$ cat config.mk
export PLATFORM = sky130hd
export DESIGN_NAME = ms_uart_apb_v2
export DESIGN_NICKNAME = d
export VERILOG_FILES = /design/src/rtl/ms_uart_apb_v2.sv
export SDC_FILE = /design/constraint.sdc
export NUM_CORES = 1
export LEC_CHECK = 0
export CORE_ASPECT_RATIO = 1.1
export CORE_MARGIN = 5
export CORE_UTILIZATION = 45
export CTS_CLUSTER_DIAMETER = 40
export DETAILED_ROUTE_END_ITERATION = 10
export MAX_ROUTING_LAYER = met4
export SLEW_MARGIN = 0
export SYNTH_ARGS = -nofsm -noshare
export SYNTH_HDL_FRONTEND = slang
export SYNTH_SLANG_ARGS = --single-unit
$ cat constraint.sdc
create_clock -name PCLK -period 7.83 [get_ports PCLK]
set_clock_uncertainty 0.05 [all_clocks]
set_input_delay 0.783 -clock PCLK [delete_from_list [all_inputs] [get_ports PCLK]]
set_output_delay 0.783 -clock PCLK [all_outputs]
set_load 0.1 [all_outputs]
$ cat src/rtl/ms_uart_apb_v2.sv
// Second-generation APB UART: TX/RX engines, parametrised FIFOs, parity, 1/2 stop bits,
// RX idle timeout, error flags, internal loopback and a single level interrupt.

module ms_uart_apb_v2_fifo #(
   parameter int unsigned FAW = 4,
   parameter int unsigned W   = 8
) (
   input  logic         clk,
   input  logic         rst_n,
   input  logic         push,
   input  logic         pop,
   input  logic [W-1:0] wdata,
   output logic [W-1:0] rdata,
   output logic [FAW:0] level,
   output logic         full,
   output logic         empty
);
   localparam int unsigned DEPTH = 1 << FAW;
   localparam logic [FAW:0] FULL_LVL = (FAW+1)'(DEPTH);

   logic [W-1:0]   mem [DEPTH];
   logic [FAW-1:0] wptr;
   logic [FAW-1:0] rptr;
   logic           do_push;
   logic           do_pop;

   assign full    = (level == FULL_LVL);
   assign empty   = (level == '0);
   assign do_push = push && !full;
   assign do_pop  = pop && !empty;
   assign rdata   = mem[rptr];

   always_ff @(posedge clk or negedge rst_n) begin
      if (!rst_n) begin
         wptr  <= '0;
         rptr  <= '0;
         level <= '0;
      end else begin
         if (do_push) wptr <= wptr + FAW'(1);
         if (do_pop)  rptr <= rptr + FAW'(1);
         case ({do_push, do_pop})
            2'b10:   level <= level + (FAW+1)'(1);
            2'b01:   level <= level - (FAW+1)'(1);
            default: ;
         endcase
      end
   end

   // storage is not reset; only entries below level are ever observed
   always_ff @(posedge clk) begin
      if (do_push) mem[wptr] <= wdata;
   end
endmodule

module ms_uart_apb_v2 #(
   parameter int unsigned FAW         = 4,
   parameter int unsigned SYNC_STAGES = 2
) (
   input  logic        PCLK,
   input  logic        PRESETn,
   input  logic        PSEL,
   input  logic        PENABLE,
   input  logic        PWRITE,
   input  logic [31:0] PADDR,
   input  logic [31:0] PWDATA,
   output logic [31:0] PRDATA,
   output logic        PREADY,
   input  logic        RX,
   output logic        TX,
   output logic        irq
);
   typedef enum logic [2:0] {T_IDLE, T_START, T_DATA, T_PAR, T_STOP1, T_STOP2} tx_state_t;
   typedef enum logic [2:0] {R_IDLE, R_START, R_DATA, R_PAR, R_STOP} rx_state_t;
   typedef struct packed {logic fe; logic pe; logic [7:0] data;} rx_word_t;

   logic [15:0] prescale, pcnt, addr;
   logic [FAW:0] tx_tr, rx_tr, tx_level, rx_level;
   logic [7:0]  timeout, to_bits, tx_rdata, shr, shr_n, rshr;
   logic [6:0]  ctrl;
   logic [9:0]  im, ris, icr, ris_set;
   logic [31:0] status;
   logic [3:0]  tcnt, rcnt, to_sub;
   logic [2:0]  bidx, rbidx;
   logic [SYNC_STAGES-1:0] sync;
   tx_state_t   ts, ts_n;
   rx_state_t   rs, rs_n;
   rx_word_t    rx_head, rx_wr;
   logic en, txen, rxen, pen, podd, stop2, lpbk, wr, rd, tick, t_done, r_samp;
   logic tx_go, tx_pop, tx_full, tx_empty, rx_full, rx_empty, rx_push, rx_on;
   logic par, par_n, tx_line, tline_n, rx_in, rx_prev, rpar, pe_calc, to_fired, to_evt;
   logic unused_bits;

   assign {lpbk, stop2, podd, pen, rxen, txen, en} = ctrl;
   assign addr        = PADDR[15:0];
   assign wr          = PSEL && PENABLE && PWRITE;
   assign rd          = PSEL && PENABLE && !PWRITE;
   assign PREADY      = 1'b1;
   assign unused_bits = ^{PADDR[31:16], PWDATA[31:16]};

   // register file; ICR is a one-cycle pulse that clears RIS on the following edge
   always_ff @(posedge PCLK or negedge PRESETn) begin
      if (!PRESETn) begin
         prescale <= '0; tx_tr <= '0; rx_tr <= '0; timeout <= '0;
         ctrl <= '0; im <= '0; icr <= '0; ris <= '0;
      end else begin
         icr <= '0;
         if (wr) begin
            case (addr)
               16'h0004: prescale <= PWDATA[15:0];
               16'h0008: tx_tr    <= PWDATA[FAW:0];
               16'h000C: rx_tr    <= PWDATA[FAW:0];
               16'h0010: timeout  <= PWDATA[7:0];
               16'h0100: ctrl     <= PWDATA[6:0];
               16'h0208: im       <= PWDATA[9:0];
               16'h020C: icr      <= PWDATA[9:0];
               default:  ;
            endcase
         end
         ris <= (ris | ris_set) & ~icr;
      end
   end

   always_comb begin
      status              = '0;
      status[FAW:0]       = tx_level;
      status[16+FAW:16]   = rx_level;
      status[31]          = (ts != T_IDLE);
      PRDATA              = 32'hDEADBEEF;
      case (addr)
         16'h0000: PRDATA = rx_empty ? 32'h0 : 32'(rx_head);
         16'h0004: PRDATA = 32'(prescale);
         16'h0008: PRDATA = 32'(tx_tr);
         16'h000C: PRDATA = 32'(rx_tr);
         16'h0010: PRDATA = 32'(timeout);
         16'h0100: PRDATA = 32'(ctrl);
         16'h0104: PRDATA = status;
         16'h0200: PRDATA = 32'(ris);
         16'h0204: PRDATA = 32'(ris & im);
         16'h0208: PRDATA = 32'(im);
         16'h020C: PRDATA = 32'h0;
         default:  ;
      endcase
   end

   assign irq = |(ris & im);

   ms_uart_apb_v2_fifo #(.FAW(FAW), .W(8)) u_txf (
      .clk(PCLK), .rst_n(PRESETn), .push(wr && addr == 16'h0000), .pop(tx_pop),
      .wdata(PWDATA[7:0]), .rdata(tx_rdata), .level(tx_level), .full(tx_full), .empty(tx_empty));

   ms_uart_apb_v2_fifo #(.FAW(FAW), .W(10)) u_rxf (
      .clk(PCLK), .rst_n(PRESETn), .push(rx_push), .pop(rd && addr == 16'h0000),
      .wdata(rx_wr), .rdata(rx_head), .level(rx_level), .full(rx_full), .empty(rx_empty));

   // baud tick: one every PRESCALE+1 cycles, 16 per bit
   always_ff @(posedge PCLK or negedge PRESETn) begin
      if (!PRESETn) pcnt <= '0;
      else if (!en || pcnt == prescale) pcnt <= '0;
      else pcnt <= pcnt + 16'd1;
   end
   assign tick   = en && (pcnt == prescale);
   assign t_done = tick && (tcnt == 4'hF);
   assign tx_go  = en && txen && !tx_empty;

   always_comb begin
      ts_n = ts; tx_pop = 1'b0; shr_n = shr; par_n = par; tline_n = 1'b1;
      case (ts)
         T_IDLE:  if (tx_go) begin ts_n = T_START; tx_pop = 1'b1; end
         T_START: if (t_done) ts_n = T_DATA;
         T_DATA:  if (t_done) begin
                     shr_n = shr >> 1;
                     if (bidx == 3'd7) ts_n = pen ? T_PAR : T_STOP1;
                  end
         T_PAR:   if (t_done) ts_n = T_STOP1;
         T_STOP1, T_STOP2:
                  if (t_done) begin
                     if (ts == T_STOP1 && stop2) ts_n = T_STOP2;
                     else if (tx_go) begin ts_n = T_START; tx_pop = 1'b1; end
                     else ts_n = T_IDLE;
                  end
         default: ts_n = T_IDLE;
      endcase
      if (!en) begin ts_n = T_IDLE; tx_pop = 1'b0; end
      if (tx_pop) begin shr_n = tx_rdata; par_n = (^tx_rdata) ^ podd; end
      case (ts_n)
         T_START: tline_n = 1'b0;
         T_DATA:  tline_n = shr_n[0];
         T_PAR:   tline_n = par_n;
         default: tline_n = 1'b1;
      endcase
   end

   always_ff @(posedge PCLK or negedge PRESETn) begin
      if (!PRESETn) begin
         ts <= T_IDLE; shr <= '0; par <= 1'b0; tx_line <= 1'b1; tcnt <= '0; bidx <= '0;
      end else begin
         ts <= ts_n; shr <= shr_n; par <= par_n; tx_line <= tline_n;
         tcnt <= (ts_n == T_IDLE) ? 4'd0 : (tick ? tcnt + 4'd1 : tcnt);
         if (ts != T_DATA || ts_n != T_DATA) bidx <= '0;
         else if (t_done) bidx <= bidx + 3'd1;
      end
   end

   assign TX = tx_line | lpbk;

   // loopback feeds the receiver even with RXEN clear
   assign rx_on   = en && (rxen || lpbk);
   assign rx_in   = lpbk ? tx_line : sync[SYNC_STAGES-1];
   assign r_samp  = tick && (rcnt == 4'd7);
   assign pe_calc = pen && (rpar != ((^rshr) ^ podd));
   assign rx_wr   = {!rx_in, pe_calc, rshr};

   always_comb begin
      rs_n = rs; rx_push = 1'b0;
      case (rs)
         R_IDLE:  if (rx_prev && !rx_in) rs_n = R_START;
         R_START: if (r_samp) rs_n = rx_in ? R_IDLE : R_DATA;
         R_DATA:  if (r_samp && rbidx == 3'd7) rs_n = pen ? R_PAR : R_STOP;
         R_PAR:   if (r_samp) rs_n = R_STOP;
         R_STOP:  if (r_samp) begin rs_n = R_IDLE; rx_push = 1'b1; end
         default: rs_n = R_IDLE;
      endcase
      if (!rx_on) begin rs_n = R_IDLE; rx_push = 1'b0; end
   end

   always_ff @(posedge PCLK or negedge PRESETn) begin
      if (!PRESETn) begin
         sync <= '1; rx_prev <= 1'b1; rs <= R_IDLE; rcnt <= '0; rbidx <= '0;
         rshr <= '0; rpar <= 1'b0;
      end else begin
         sync    <= {sync[SYNC_STAGES-2:0], RX};
         rx_prev <= rx_in;
         rs      <= rs_n;
         rcnt    <= (rs_n == R_IDLE) ? 4'd0 : (tick ? rcnt + 4'd1 : rcnt);
         if (rs != R_DATA || rs_n != R_DATA) rbidx <= '0;
         else if (r_samp) rbidx <= rbidx + 3'd1;
         if (rs == R_DATA && r_samp) rshr <= {rx_in, rshr[7:1]};
         if (rs == R_PAR && r_samp)  rpar <= rx_in;
      end
   end

   // idle timeout in bit periods, restarted by any RX FIFO push or pop, fires once
   assign to_evt = (timeout != 8'd0) && !rx_empty && (to_bits == timeout) && !to_fired;

   always_ff @(posedge PCLK or negedge PRESETn) begin
      if (!PRESETn) begin
         to_sub <= '0; to_bits <= '0; to_fired <= 1'b0;
      end else if ((rx_push && !rx_full) || (rd && addr == 16'h0000 && !rx_empty)) begin
         to_sub <= '0; to_bits <= '0; to_fired <= 1'b0;
      end else begin
         if (tick) begin
            to_sub <= to_sub + 4'd1;
            if (to_sub == 4'hF && to_bits != 8'hFF) to_bits <= to_bits + 8'd1;
         end
         if (to_evt) to_fired <= 1'b1;
      end
   end

   assign ris_set = {rx_push && rx_full, rx_push && !rx_in, rx_push && pe_calc, to_evt,
                     rx_level > rx_tr, rx_empty, rx_full, tx_level < tx_tr, tx_empty, tx_full};
endmodule

==> flow_summary_export.csv <==
group,metric,value,unit
logic_synthesis,yosys-top-cells-count,"edfxtp_1 (288), dfrtp_1 (164), nor2_1 (76)",
timing,holdWs,0.1432,ns
layout,finalInstanceArea,23490,um2
setup_path,r2r_cells,16,
logic_synthesis,avgSynthCellArea,14.81,um2
logic_synthesis,async_flop_share,36.84,%
logic_synthesis,synth_cells,1357,
pwr,pwr_density_cell,232.8,nW/um2
cts,cts_buffers,59,
place,port_buffers,68,
route,detail_route.iter0.violations,812,
place,hpwl,31030,um
cts,cts-root-buf,"clkbuf_16",
timing,rsz0062_at_grt,"false",
die,fp.dieH,231.7,um
grt,overflow,0,
layout,drive_above_1_share,17.90,%
outcome,status,"finished clean",
grt,grt_pass1_wl,72700,um
grt,grt_max_degree,93,
pwr,peakVddDrop,0.0001980,V
setup_path,critPathRequiredTime,7.00,ns
die,start_util,45.38,%
die,io_pins,105,
timing,period_minus_slack,6.159,ns
grt,grt_antenna_before_repair,0,
die,dieArea,49000,um2
timing,fin_setup_tns,0,ns
layout,area_growth,16.87,%
cts,hold_buffers,0,
setup_path,critPathKind,"in -> out",
grt,grt_pass1_vias,12170,
logic_synthesis,ys_ff_latch,456,
pwr,leakage,8.423,nW
route,ant_nets,0,
die,fp-row-count,81,
die,core_area,44290,um2
timing,finalSetupViolations,0,
route,first_pass_iters,6,
cts,cts_tree,"built",
logic_synthesis,synth_edf_count,288,
cts,cts.clk_slew.worst_paths,0.06,ns
place,placed_cell_area,21380,um2
cts,htreeDepth,2,
setup_path,cp-end-kind,"primary output",
timing,finalHoldViolCount,0,
timing,finalMaxSlewViolations,0,
cts,post-cts-setup-buffer-count,0,
route,wirelength,47300,um
logic_synthesis,netlist_area,20100,um2
timing,slew_headroom,17.17,%
route,wire_per_inst,22.76,um
logic_synthesis,synth.distinct_cells,68,
die,dieWidth,211.5,um
route,via_count,11640,
route,via_per_inst,5.601,
setup_path,path_max_fanout,15,
logic_synthesis,synth_area_leader_cell,"edfxtp_1",
place,dp_slack,1.744,ns
timing,fin_ws,1.671,ns
cts,clk_latency,0.61,ns
logic_synthesis,yosys.area.top_type_share,43.03,%
layout,diodes,0,
logic_synthesis,ys_warn_count,0,
logic_synthesis,yosysSeqAreaShare,63.97,%
layout,fin_nets,1553,
cts,cts_resized,0,
job,drv_cap,0,
setup_path,start_kind,"primary input",
setup_path,cp_data_arrival_time,5.33,ns
logic_synthesis,synth_area_leaders,"edfxtp_1 (43%), dfrtp_1 (20%), mux4_2 (7.4%), mux2_2 (3.4%), mux2i_1 (2.5%)",
place,place_congestion,0.9146,
route,drcViolationCount,0,
cts,clkSinkCount,456,
timing,worst_pin_slew,1.239,ns
cts,clockBufferDepth,3,
timing,min_period_over_period,78.67,%
logic_synthesis,ys.flop_type,"edfxtp_1",
timing,fmax,162.4,MHz
logic_synthesis,yosys.cell_count.top_type,"edfxtp_1",
grt,grt_usage,20.00,%
hold_path,hold_class,"in -> async",
[layer usage]
layer | track usage, % | vias to the layer above | share of wire [%]
li1 | - | 5295 | -
met1 | 23.53 | 5959 | 39
met2 | 34.60 | 289 | 53
met3 | 2.911 | 96 | 4.3
met4 | 8.174 | 0 | 4.0
met5 | - | - | 0
[where the power goes]
part	internal, mW	switching (mW)
logic	0.0196	0.0549
clock network	1.77	1.07
registers	2.55	0.000294
total	4.34	1.13
[registers in the layout, summed over array words and instances, names as in the netlist, 5 cells and up]
name	count
u_rxf.mem	160
u_txf.mem	128
pcnt	16
prescale	16
icr	10
im	10
ris	10
rshr	8
shr	8
timeout	8
to_bits	8
ctrl	7
rx_tr	5
tx_tr	5
u_rxf.level	5
u_txf.level	5
[kinds of logic after synthesis]
logic type      Yosys count  share of synthesized area, %
other cells               2                       0.03736
flops                   456                         63.97
simple gates            319                         8.236
buf+inv                 112                         2.496
xor+xnor                 92                         4.146
compound gates          163                         5.528
fa+ha+maj                37                         2.341
mux                     176                         13.25
[path summary, 6_finish.rpt]
| check | startpoint | to | slack (ns) |
|---|---|---|---|
| setup reg to reg | prescale[3] | u_rxf.level[4] | 3.69 |
| min in group PCLK | sync[0] | sync[1] | 0.31 |
| max in group asynchronous | PRESETn | tx_tr[1] | 5.99 |
| hold reg to reg | sync[0] | sync[1] | 0.31 |
| setup / recovery | PADDR[13] | PRDATA[4] | 1.67 |
| hold / removal | PRESETn | rshr[5] | 0.14 |
[area by class of cell]
cell class | count | area (um2)
fillers | 3610 | 20800
well taps | 581 | 726.9
inverters | 46 | 172.7
clock buffers | 73 | 1549
clock inverters | 39 | 556.8
multi-input cells | 791 | 6759
repair buffers | 92 | 864.6
flip-flops and latches | 456 | 12860
[layout by cell type (no fill, tap or decap), types with 13 or more instances in the layout]
cell,Yosys,final
edfxtp_1,288,288
dfrtp_1,164,161
nor2_1,76,76
nand2_1,75,75
clkdlybuf4s50_1,0,67
mux4_2,66,66
mux2_2,60,60
clkbuf_16,0,59
xor2_1,50,50
mux2i_1,50,50
inv_1,45,45
and2_1,41,41
xnor2_1,40,40
o21ai_0,36,36
ha_1,36,36
a21oi_1,32,32
buf_4,13,24
a221oi_1,23,23
nand3_1,20,20
a22oi_1,19,19
nand4_1,15,15
a21o_1,15,15
nor3_1,15,14
nor4_1,14,13
nor2b_1,13,13
[per-stage QoR]
step                instances  power (mW)  utilization [%]
global route             2078       5.637            53.04
finish                   2078       5.468            53.04
global placement         1966       2.677            48.28
detailed placement       1966       2.678            48.28
CTS                      2078       5.532            53.04
floorplan                1359       2.617                -
[worst max-delay path, cell delays in order]
cell and delay [ns]:
clkdlybuf4s50_1 0.40, nor4_1 0.81, nand2_1 0.24, or2_2 0.40, nor3_2 0.87, a222oi_1 0.27
o2111ai_1 0.30, clkdlybuf4s50_1 1.23
Note: power is estimated with default switching activity, not from simulation.
